--- src/rtl/mdu_ctrl_if.sv ---
// Decode-side handshake bundle between the ID stage and the MDU sequencer.
// master = decode / pipeline control, slave = mdu_ctrl.
interface mdu_ctrl_if;
  logic       id_valid;
  logic       id_start;
  logic [2:0] id_op;
  logic       id_rhl_visit;
  logic       stall_in;
  logic       mdu_kill;

  logic       mdu_issue;
  logic [2:0] mdu_op;
  logic [1:0] acc_mode;
  logic       mdu_busy;
  logic       mdu_done;
  logic       mdu_stall;
  logic       mdu_ri;

  modport master (
    output id_valid, id_start, id_op, id_rhl_visit, stall_in, mdu_kill,
    input  mdu_issue, mdu_op, acc_mode, mdu_busy, mdu_done, mdu_stall, mdu_ri
  );

  modport slave (
    input  id_valid, id_start, id_op, id_rhl_visit, stall_in, mdu_kill,
    output mdu_issue, mdu_op, acc_mode, mdu_busy, mdu_done, mdu_stall, mdu_ri
  );
endinterface

--- src/rtl/mdu_ctrl.sv ---
// Multiply/divide sequencer: issues MDU ops from decode, times them with a
// down-counter, raises the HI/LO write strobe and stalls HI/LO accesses
// while an op is in flight.
//
// state | meaning
// ------+-------------------------------------------------------------
// IDLE  | no op in flight; an MDU op from decode may issue
// BUSY  | op in flight; cnt counts down, done fires when cnt reaches 0
module mdu_ctrl #(
  parameter int MUL_LAT     = 4,
  parameter int DIV_LAT     = 33,
  parameter int CNT_W       = 6,
  parameter int ENABLE_MADD = 1
) (
  input logic       clk,
  input logic       rst,
  mdu_ctrl_if.slave bus
);

  typedef enum logic {IDLE = 1'b0, BUSY = 1'b1} state_t;

  localparam logic [CNT_W-1:0] MUL_LD   = CNT_W'(MUL_LAT - 1);
  localparam logic [CNT_W-1:0] DIV_LD   = CNT_W'(DIV_LAT - 1);
  localparam logic             MADD_OFF = (ENABLE_MADD == 0);

  state_t           state_q;
  logic [CNT_W-1:0] cnt_q;
  logic [2:0]       op_q;
  logic [1:0]       acc_q;

  logic             ri;
  logic             accept;
  logic [CNT_W-1:0] cnt_ld;
  logic [1:0]       acc_d;

  // Decode-side qualification: reserved accumulate ops and the issue condition.
  always_comb begin
    ri     = bus.id_valid & bus.id_start & bus.id_op[2] & MADD_OFF;
    accept = bus.id_valid & bus.id_start & ~bus.stall_in & ~bus.mdu_kill &
             ~ri & (state_q == IDLE);
    cnt_ld = (bus.id_op[2:1] == 2'b01) ? DIV_LD : MUL_LD;
    case (bus.id_op[2:1])
      2'b10:   acc_d = 2'b01;
      2'b11:   acc_d = 2'b10;
      default: acc_d = 2'b00;
    endcase
  end

  // Sequencer FSM; kill takes priority over the terminal-count done.
  always_ff @(posedge clk or negedge rst) begin
    if (!rst) begin
      state_q <= IDLE;
      cnt_q   <= '0;
      op_q    <= 3'b000;
      acc_q   <= 2'b00;
    end else begin
      case (state_q)
        IDLE: begin
          if (accept) begin
            state_q <= BUSY;
            cnt_q   <= cnt_ld;
            op_q    <= bus.id_op;
            acc_q   <= acc_d;
          end
        end
        BUSY: begin
          if (bus.mdu_kill) begin
            state_q <= IDLE;
            cnt_q   <= '0;
          end else if (cnt_q == '0) begin
            state_q <= IDLE;
          end else begin
            cnt_q <= cnt_q - 1'b1;
          end
        end
        default: begin
          state_q <= IDLE;
          cnt_q   <= '0;
        end
      endcase
    end
  end

  // Issue and stall are gated by reset so nothing leaks out while it is held.
  // The stall covers the done cycle because HI/LO is only written at its end.
  always_comb begin
    bus.mdu_issue = accept & rst;
    bus.mdu_op    = op_q;
    bus.acc_mode  = acc_q;
    bus.mdu_busy  = (state_q == BUSY);
    bus.mdu_done  = (state_q == BUSY) & (cnt_q == '0) & ~bus.mdu_kill;
    bus.mdu_stall = bus.id_valid & bus.id_rhl_visit & (state_q == BUSY) & rst;
    bus.mdu_ri    = ri;
  end

endmodule

--- src/flat_wrapper.sv ---
// flat-port wrapper written by rule: the top's interface ports become plain ports
module mdu_ctrl_flat 
#(
  parameter int MUL_LAT     = 4,
  parameter int DIV_LAT     = 33,
  parameter int CNT_W       = 6,
  parameter int ENABLE_MADD = 1
)
  (clk, rst, bus_id_valid, bus_id_start, bus_id_op, bus_id_rhl_visit, bus_stall_in, bus_mdu_kill, bus_mdu_issue, bus_mdu_op, bus_acc_mode, bus_mdu_busy, bus_mdu_done, bus_mdu_stall, bus_mdu_ri);
  mdu_ctrl_if bus_i ();
  input logic clk;
  input logic rst;
  input wire logic [$bits(bus_i.id_valid)-1:0] bus_id_valid;
  input wire logic [$bits(bus_i.id_start)-1:0] bus_id_start;
  input wire logic [$bits(bus_i.id_op)-1:0] bus_id_op;
  input wire logic [$bits(bus_i.id_rhl_visit)-1:0] bus_id_rhl_visit;
  input wire logic [$bits(bus_i.stall_in)-1:0] bus_stall_in;
  input wire logic [$bits(bus_i.mdu_kill)-1:0] bus_mdu_kill;
  output wire logic [$bits(bus_i.mdu_issue)-1:0] bus_mdu_issue;
  output wire logic [$bits(bus_i.mdu_op)-1:0] bus_mdu_op;
  output wire logic [$bits(bus_i.acc_mode)-1:0] bus_acc_mode;
  output wire logic [$bits(bus_i.mdu_busy)-1:0] bus_mdu_busy;
  output wire logic [$bits(bus_i.mdu_done)-1:0] bus_mdu_done;
  output wire logic [$bits(bus_i.mdu_stall)-1:0] bus_mdu_stall;
  output wire logic [$bits(bus_i.mdu_ri)-1:0] bus_mdu_ri;
  assign bus_i.id_valid = bus_id_valid;
  assign bus_i.id_start = bus_id_start;
  assign bus_i.id_op = bus_id_op;
  assign bus_i.id_rhl_visit = bus_id_rhl_visit;
  assign bus_i.stall_in = bus_stall_in;
  assign bus_i.mdu_kill = bus_mdu_kill;
  assign bus_mdu_issue = bus_i.mdu_issue;
  assign bus_mdu_op = bus_i.mdu_op;
  assign bus_acc_mode = bus_i.acc_mode;
  assign bus_mdu_busy = bus_i.mdu_busy;
  assign bus_mdu_done = bus_i.mdu_done;
  assign bus_mdu_stall = bus_i.mdu_stall;
  assign bus_mdu_ri = bus_i.mdu_ri;
  mdu_ctrl #(.MUL_LAT(MUL_LAT), .DIV_LAT(DIV_LAT), .CNT_W(CNT_W), .ENABLE_MADD(ENABLE_MADD)) u_core (.clk(clk), .rst(rst), .bus(bus_i));
endmodule
--- config.mk ---
export PLATFORM = sky130hd
export DESIGN_NAME = mdu_ctrl_flat
export DESIGN_NICKNAME = d
export VERILOG_FILES = /design/src/rtl/mdu_ctrl_if.sv /design/src/rtl/mdu_ctrl.sv /design/src/flat_wrapper.sv
export SDC_FILE = /design/constraint.sdc
export NUM_CORES = 1
export LEC_CHECK = 0
export ABC_CLOCK_PERIOD_IN_PS = 2000
export CELL_PAD_IN_SITES_DETAIL_PLACEMENT = 1
export CELL_PAD_IN_SITES_GLOBAL_PLACEMENT = 1
export CORE_MARGIN = 8
export CORE_UTILIZATION = 33
export CTS_BUF_LIST = sky130_fd_sc_hd__clkbuf_16
export DETAILED_ROUTE_END_ITERATION = 16
export PLACE_DENSITY = 0.79
export SKIP_CTS_REPAIR_TIMING = 1
export SLEW_MARGIN = 30
export SYNTH_ARGS = -nofsm -noshare
export SYNTH_HDL_FRONTEND = slang
export SYNTH_SLANG_ARGS = --single-unit
--- constraint.sdc ---
create_clock -name clk -period 2 [get_ports clk]
set_input_delay 0.4 -clock clk [delete_from_list [all_inputs] [get_ports clk]]
set_output_delay 0.4 -clock clk [all_outputs]
set_load 0.02 [all_outputs]
==> flow_metrics.py, run 1 <==
metrics = {
    "grt": {
        "grt_pass1_wl_um": 3180,
        "antenna_found_initial": 0,
        "grt_pass1_vias": 724,
        "grt_use_total": 0.115,
        "overflow": 0,
        "grt_max_degree": 15,
    },
    "sta": {
        "drv_slew": 0,
        "fmax_mhz": 519,
        "setup_slack_ns": 0.0717,
        "period_share": 0.964,
        "finalClockSkew_ns": 0.000905,
        "hold_violations": 0,
        "period_minus_slack_ns": 1.93,
        "rsz0062_at_grt": "no",
        "setup_viol": 0,
    },
    "worst_setup_path": {
        "crit_family": "buffers and inverters",
        "startpoint_type": "input port",
        "crit_path_max_incr_delay_ns": 0.46,
        "rrSetupSlack_ns": 0.52,
        "crit_required_ns": 1.60,
        "reg2reg_from": "u_core.cnt_q[3]",
        "crit_arrival_ns": 1.53,
        "cp_cell_sequence": "clkdlybuf4s50_1 -> nor4_4 -> and2_2 -> dlymetal6s2s_1",
        "crit_fanout": 2,
        "reg2reg_depth": 5,
        "end_kind": "output port",
        "critPathKind": "in -> out",
        "critPathBufInv": 2,
        "slowest_stage": "clkdlybuf4s50_1",
        "crit_cells": 4,
        "reg2reg_to": "u_core.cnt_q[1]",
    },
    "place": {
        "io_buffers": 18,
        "dpl.hpwl_um": 1460,
        "dp.cells": 122,
        "place_area_um2": 948,
        "preCtsSetupSlack_ns": -0.327,
        "gp_congestion": 0.745,
    },
    "floorplan": {
        "start_util": 0.349,
        "die_w_um": 61.3,
        "dieArea_um2": 3760,
        "core_area_um2": 1940,
        "pin_count": 20,
        "dieHeight_um": 61.3,
        "rows": 16,
    },
    "finish": {
        "diodes": 0,
        "final_nets": 112,
        "fin_cells": 126,
        "seq_area_um2": 300,
        "drive_gt1_frac": 0.212,
        "multiInputGateArea_um2": 333,
        "final_area_um2": 1030,
        "syn2layout_area_growth_pct": 52.6,
        "fillerInstances": 241,
    },
    "detailed_routing": {
        "routedWlPerCell_um": 15.0,
        "dr.pass1.iters": 4,
        "vias_per_cell": 5.04,
        "wirelength_um": 1890,
        "drc": 0,
        "drtIter0Drc": 5,
        "vias": 635,
        "ant_nets": 0,
    },
    "clock_network": {
        "insertion_delay_ns": 0.24,
        "clockBufferDepth": 2,
        "htree_levels": 1,
        "clkSinkCount": 12,
        "path_clk_slew_ns": 0.04,
        "cts_tree": "done",
        "cts-root-buf": "clkbuf_16",
        "cts_buffers": 3,
    },
    "yosys": {
        "yosysMostFrequentCell": "dfrtp_1",
        "ys_seq_area_frac": 0.443,
        "async_flop_share": 1.00,
        "yosys_most_used_dff": "dfrtp_1",
        "ys_warn_count": 0,
        "synth.area.top_cells": "dfrtp_1 (44%), nor2_1 (5.5%), mux2_2 (5.0%)",
        "synth_seq_cells": 12,
        "syn_nets": 81,
        "synth_top_area_frac": 0.443,
        "synth_edf_count": 0,
        "yosys.area.top_type": "dfrtp_1",
        "yosys-top-cells-count": "dfrtp_1 (12), nor2_1 (10), inv_1 (7), nor2b_1 (4)",
        "syn_inst": 69,
        "netlist_area_um2": 678,
        "syn_area_per_cell_um2": 9.83,
        "synthDistinctLibCells": 29,
    },
    "power": {
        "cellLeakagePower_uw": 0.000497,
        "power_uw": 1190,
        "cellPowerDensity_nw_per_um2": 1150,
        "ir_drop_mv": 0.714,
    },
    "run": {
        "max_cap_viol_count": 0,
    },
    "status": {
        "status": "completed",
    },
    "min_path": {
        "min_path_type": "in -> async",
    },
}
==> layer usage <==
metal  part of all wire  track usage  wire [µm]
met5                  0            0          0
met4             0.0053       0.0552         10
met3              0.049       0.0397         92
met2               0.52        0.201        983
met1               0.43        0.121        805
==> worst max path at each step <==
stage	from	endpoint	slack [ns]
2_1_floorplan	u_core.bus.mdu_busy	bus_mdu_issue	0.29
3_3_place_gp	bus_mdu_kill	bus_mdu_issue	-0.31
3_5_place_dp	bus_mdu_kill	bus_mdu_issue	-0.33
4_1_cts	bus_mdu_kill	bus_mdu_issue	-0.33
5_1_grt	bus_mdu_kill	bus_mdu_issue	0.03
6_report	bus_mdu_kill	bus_mdu_issue	0.07
==> cell usage in the layout (no fill, tap or decap), drive strengths merged, types with 2 or more instances in the layout <==
master	count
clkbuf	3
ha	2
nor2	10
a21oi	2
nand3	2
buf	10
mux2	3
dfrtp	12
o2bb2ai	3
nor4	2
a31o	2
inv	7
nor2b	4
nand2	2
o21ai	3
clkdlybuf4s50	15
dlymetal6s2s	3
==> state kept, by name (all words and copies together) (netlist names) <==
name	count
u_core.bus.mdu_op	3
u_core.bus.mdu_busy	1
u_core.bus.acc_mode	2
u_core.cnt_q	6
==> power by group <==
group	total, µW	leakage [µW]	switching (µW)	internal [µW]
clock network	364	0.0000385	101	263
logic	454	0.000307	232	222
registers	368	0.000152	54.1	314
total	1190	0.000497	388	799
==> cell type report <==
type,count,share of cell area
multi-input combinational,48,0.322
sequential,12,0.290
timing repair buffer,28,0.254
clock buffer,3,0.0726
tap,27,0.0326
inverter,7,0.0254
clock inverter,1,0.00363
==> logic make-up (layout without fill, tap and decap cells) <==
group                      after synthesis  count (layout)  synth area share
and+or+nand+nor                         25              25             0.212
DFF                                     12              12             0.443
other                                    1               1           0.00553
AOI/OAI and AO/OA                       17              17             0.186
buffers and inverters                    9              39            0.0664
muxes                                    3               3            0.0498
adders and majority gates                2               2            0.0369
==> metrics by stage <==
step	TNS, ns	hold slack [ns]	util
2_1_floorplan	0	0.104	-
3_3_place_gp	-0.776	0.490	0.488
3_5_place_dp	-0.847	0.501	0.488
4_1_cts	-0.824	0.352	0.529
5_1_grt	0	0.363	0.533
6_report	0	0.349	0.533
Note: power is estimated with default switching activity, not from simulation.
==> run 2, diff against run 1 <==
- CORE_MARGIN: 8 -> 3
- HOLD_SLACK_MARGIN: unset -> 0.02
==> run 2 against run 1 <==
- register-to-register slack worse by 0.05 ns
- clock power is essentially flat
- clock skew up 0.0011 ns
- maximum frequency grew 1.4%
- die area fell by 30%
- highest routed layer unchanged
- non-clock buffer count did not move
==> flow_metrics.py, run 2 (synthesis gave the netlist of run 1 again) <==
metrics = {
    "status": {
        "status": "completed",
    },
    "clock_network": {
        "cts_tree": "done",
        "cts-root-buf": "clkbuf_16",
        "clockBufferDepth": 2,
        "cts_buffers": 3,
        "clkSinkCount": 12,
        "htree_levels": 1,
        "path_clk_slew_ns": 0.04,
        "insertion_delay_ns": 0.24,
    },
    "worst_setup_path": {
        "reg2reg_depth": 5,
        "slowest_stage": "clkdlybuf4s50_1",
        "crit_family": "buffers and inverters",
        "crit_fanout": 2,
        "critPathKind": "in -> out",
        "crit_cells": 4,
        "reg2reg_from": "u_core.cnt_q[0]",
        "startpoint_type": "input port",
        "crit_end": "bus_mdu_issue",
        "crit_arrival_ns": 1.50,
        "cp-startpoint": "bus_mdu_kill",
        "cp_cell_sequence": "clkdlybuf4s50_1 -> nor4_4 -> and2_2 -> clkbuf_2",
        "critPathBufInv": 2,
        "end_kind": "output port",
        "reg2reg_to": "u_core.cnt_q[5]",
        "crit_required_ns": 1.60,
        "rrSetupSlack_ns": 0.47,
        "crit_path_max_incr_delay_ns": 0.47,
    },
    "finish": {
        "final_common_cell": "clkdlybuf4s50_1",
        "multiInputGateArea_um2": 333,
        "fillerInstances": 217,
        "final_nets": 112,
        "final_cell_mix": "clkdlybuf4s50_1 (15), dfrtp_1 (12), nor2_1 (10), buf_4 (10), inv_1 (7)",
        "seq_area_um2": 300,
        "top_register": "u_core.cnt_q",
        "fin_cells": 124,
        "syn2layout_area_growth_pct": 50.0,
        "largest_reg_flops": 6,
        "fin_util": 0.553,
        "drive_gt1_frac": 0.232,
        "diodes": 0,
    },
    "floorplan": {
        "die_w_um": 51.3,
        "start_util": 0.369,
        "dieArea_um2": 2630,
        "dieHeight_um": 51.3,
        "core_area_um2": 1840,
        "rows": 15,
        "pin_count": 20,
    },
    "place": {
        "dpl.hpwl_um": 1530,
        "gp_congestion": 0.764,
        "dp.cells": 120,
        "io_buffers": 18,
    },
    "power": {
        "power_uw": 1180,
        "ir_drop_mv": 0.566,
        "cellLeakagePower_uw": 0.000463,
        "cellPowerDensity_nw_per_um2": 1160,
    },
    "detailed_routing": {
        "drc": 0,
        "dr.pass1.iters": 4,
        "ant_nets": 0,
        "vias_per_cell": 5.17,
        "vias": 641,
        "routedWlPerCell_um": 16.0,
        "wirelength_um": 1980,
        "drtIter0Drc": 5,
    },
    "grt": {
        "antenna_found_initial": 0,
        "grt_pass1_wl_um": 3370,
        "grt_use_total": 0.176,
        "grt_pass1_vias": 701,
        "grt_max_degree": 15,
        "overflow": 0,
    },
    "sta": {
        "drv_slew": 0,
        "finalClockSkew_ns": 0.00196,
        "period_share": 0.951,
        "setup_viol": 0,
        "period_minus_slack_ns": 1.90,
        "relSlewSlack": 0.663,
        "fmax_mhz": 526,
        "rsz0062_at_grt": "no",
        "hold_violations": 0,
        "worst_pin_slew_ns": 0.502,
        "tns_ns": 0,
        "holdWs_ns": 0.508,
    },
    "run": {
        "max_cap_viol_count": 0,
    },
    "min_path": {
        "hp-start": "u_core.bus.mdu_op[0]",
        "min_path_type": "reg -> reg",
    },
}
==> run 2: how the worst min path moves through the flow <==
stage | endpoint | cells after the start | slack [ns]
floorplan | u_core.bus.acc_mode[0] | 0 | 0.10
global placement | u_core.bus.mdu_op[0] | 1 | 0.49
detailed placement | u_core.bus.mdu_op[0] | 1 | 0.50
CTS | u_core.bus.mdu_op[0] | 1 | 0.51
global route | u_core.bus.mdu_op[0] | 1 | 0.53
finish | u_core.bus.mdu_op[0] | 1 | 0.51
==> run 2: power by group <==
group          leakage [µW]  internal, µW  switching (µW)
clock             0.0000385           263             103
sequential         0.000152           314            60.8
combinational      0.000273           214             228
total              0.000463           791             392
==> run 2: per-layer routing <==
layer | track usage | share of wire
met5 | 0 | 0
met4 | 0.0830 | 0.024
met3 | 0.0321 | 0.038
met2 | 0.315 | 0.52
met1 | 0.199 | 0.42
==> run 2: worst reg2reg max path: cells and delay by family (launching register included) <==
kind | cells | cell delay, ns
and+or+nand+nor | 2 | 0.54
DFF | 1 | 0.37
AOI/OAI and AO/OA | 2 | 0.36
buffers and inverters | 1 | 0.14
==> run 2: final cells by class <==
class / instances / share of cell area
Clock inverter: 1 / 0.00369
Sequential cell: 12 / 0.295
Timing Repair Buffer: 28 / 0.244
Tap cell: 25 / 0.0308
Multi-Input combinational cell: 48 / 0.327
Clock buffer: 3 / 0.0738
Inverter: 7 / 0.0258
==> run 2: metrics by stage <==
step	setup slack, ns	area (µm²)
after global placement	-0.308	946
final	0.0983	1020
after global routing	0.0122	1020
after detailed placement	-0.358	946
after floorplan	0.291	678
after CTS	-0.362	1020
==> run 3, diff against run 2 <==
- TNS_END_PERCENT: unset -> 50
==> run 3 against run 2 <==
- cell count stayed put
- global-route usage unchanged
- first-iteration DRC count did not move
- cell area did not move
- non-clock buffer count stayed put
- critical path depth up 2
- sequential power about the same
- combinational power about the same
- routed wire length grew 0.56%
- sequential share of layout area unchanged
- critical endpoint is now bus_mdu_done
- largest cell class unchanged
==> flow_metrics.py, run 3 (synthesis gave the netlist of run 1 again) <==
metrics = {
    "status": {
        "status": "completed",
    },
    "finish": {
        "final_nets": 112,
        "largest_reg_flops": 6,
        "diodes": 0,
        "seq_area_um2": 300,
        "fin_cells": 124,
        "syn2layout_area_growth_pct": 50.0,
        "final_common_cell": "clkdlybuf4s50_1",
        "multiInputGateArea_um2": 333,
        "top_register": "u_core.cnt_q",
        "final_cell_mix": "clkdlybuf4s50_1 (15), dfrtp_1 (12), nor2_1 (10), buf_4 (10), inv_1 (7)",
        "final_area_um2": 1020,
        "fillerInstances": 217,
        "drive_gt1_frac": 0.232,
    },
    "power": {
        "cellPowerDensity_nw_per_um2": 1160,
        "ir_drop_mv": 0.566,
        "cellLeakagePower_uw": 0.000462,
    },
    "grt": {
        "overflow": 0,
        "grt_use_total": 0.176,
        "antenna_found_initial": 0,
        "grt_pass1_wl_um": 3370,
        "grt_max_degree": 15,
        "grt_pass1_vias": 701,
    },
    "clock_network": {
        "clkSinkCount": 12,
        "insertion_delay_ns": 0.24,
        "cts_tree": "done",
        "path_clk_slew_ns": 0.04,
        "cts-root-buf": "clkbuf_16",
        "cts_buffers": 3,
        "htree_levels": 1,
        "clockBufferDepth": 2,
    },
    "floorplan": {
        "start_util": 0.369,
        "core_area_um2": 1840,
        "die_w_um": 51.3,
        "rows": 15,
        "dieArea_um2": 2630,
        "pin_count": 20,
        "dieHeight_um": 51.3,
    },
    "worst_setup_path": {
        "crit_required_ns": 1.60,
        "crit_family": "buffers and inverters",
        "critPathBufInv": 4,
        "cp_cell_sequence": "clkdlybuf4s50_1 -> buf_4 -> inv_1 -> nand2_1 -> nor2_1 -> clkbuf_2",
        "crit_path_max_incr_delay_ns": 0.47,
        "critPathKind": "in -> out",
        "crit_arrival_ns": 1.53,
        "startpoint_type": "input port",
        "rrSetupSlack_ns": 0.47,
        "slowest_stage": "clkdlybuf4s50_1",
        "end_kind": "output port",
        "crit_fanout": 3,
    },
    "sta": {
        "tns_ns": 0,
        "relSlewSlack": 0.665,
        "fmax_mhz": 519,
        "period_share": 0.963,
        "worst_pin_slew_ns": 0.499,
        "setup_viol": 0,
        "period_minus_slack_ns": 1.93,
        "hold_violations": 0,
        "rsz0062_at_grt": "yes",
        "setup_slack_ns": 0.0749,
        "finalClockSkew_ns": 0.00246,
        "drv_slew": 0,
    },
    "run": {
        "max_cap_viol_count": 0,
    },
    "detailed_routing": {
        "wirelength_um": 1990,
        "routedWlPerCell_um": 16.1,
        "ant_nets": 0,
        "dr.pass1.iters": 4,
        "drtIter0Drc": 5,
        "vias": 645,
        "drc": 0,
        "vias_per_cell": 5.20,
    },
    "place": {
        "place_area_um2": 946,
        "io_buffers": 18,
        "preCtsSetupSlack_ns": -0.358,
        "gp_congestion": 0.764,
        "dp.cells": 120,
        "dpl.hpwl_um": 1530,
    },
    "min_path": {
        "min_path_type": "reg -> reg",
    },
}
[run 3: layout make-up]
type | instances | area share
Inverter | 7 | 0.0258
Timing Repair Buffer | 28 | 0.244
Tap cell | 25 | 0.0308
Sequential cell | 12 | 0.295
Clock inverter | 1 | 0.00369
Clock buffer | 3 | 0.0738
Multi-Input combinational cell | 48 | 0.327
[run 3: stage by stage]
stage                     power, µW  utilization  hold slack [ns]
after detailed placement        817        0.514            0.505
after global placement          785        0.514            0.491
after global routing           1260        0.553            0.534
final                          1180        0.553            0.508
after floorplan                 613            -            0.104
after CTS                      1200        0.557            0.513
[run 3: routing by layer]
metal | GRT usage | wire [µm]
met4 | 0.0830 | 47
met5 | 0 | 0
met2 | 0.315 | 1020
met3 | 0.0321 | 73
met1 | 0.199 | 846
[run 3: where the power goes]
group | switching (µW) | internal (µW)
Clock | 102 | 263
Combinational | 228 | 214
Sequential | 61.3 | 314
Total | 392 | 791
[run 3: worst paths after layout]
kind	cells past startpoint	from	to
worst min-delay path	1	u_core.bus.mdu_op[0]	u_core.bus.mdu_op[0]
worst min register to register	1	u_core.bus.mdu_op[0]	u_core.bus.mdu_op[0]
worst max-delay path	6	bus_mdu_kill	bus_mdu_done
min in group asynchronous	2	rst	u_core.cnt_q[5]
worst max register to register	5	u_core.cnt_q[0]	u_core.cnt_q[5]
max in group asynchronous	2	rst	u_core.cnt_q[0]
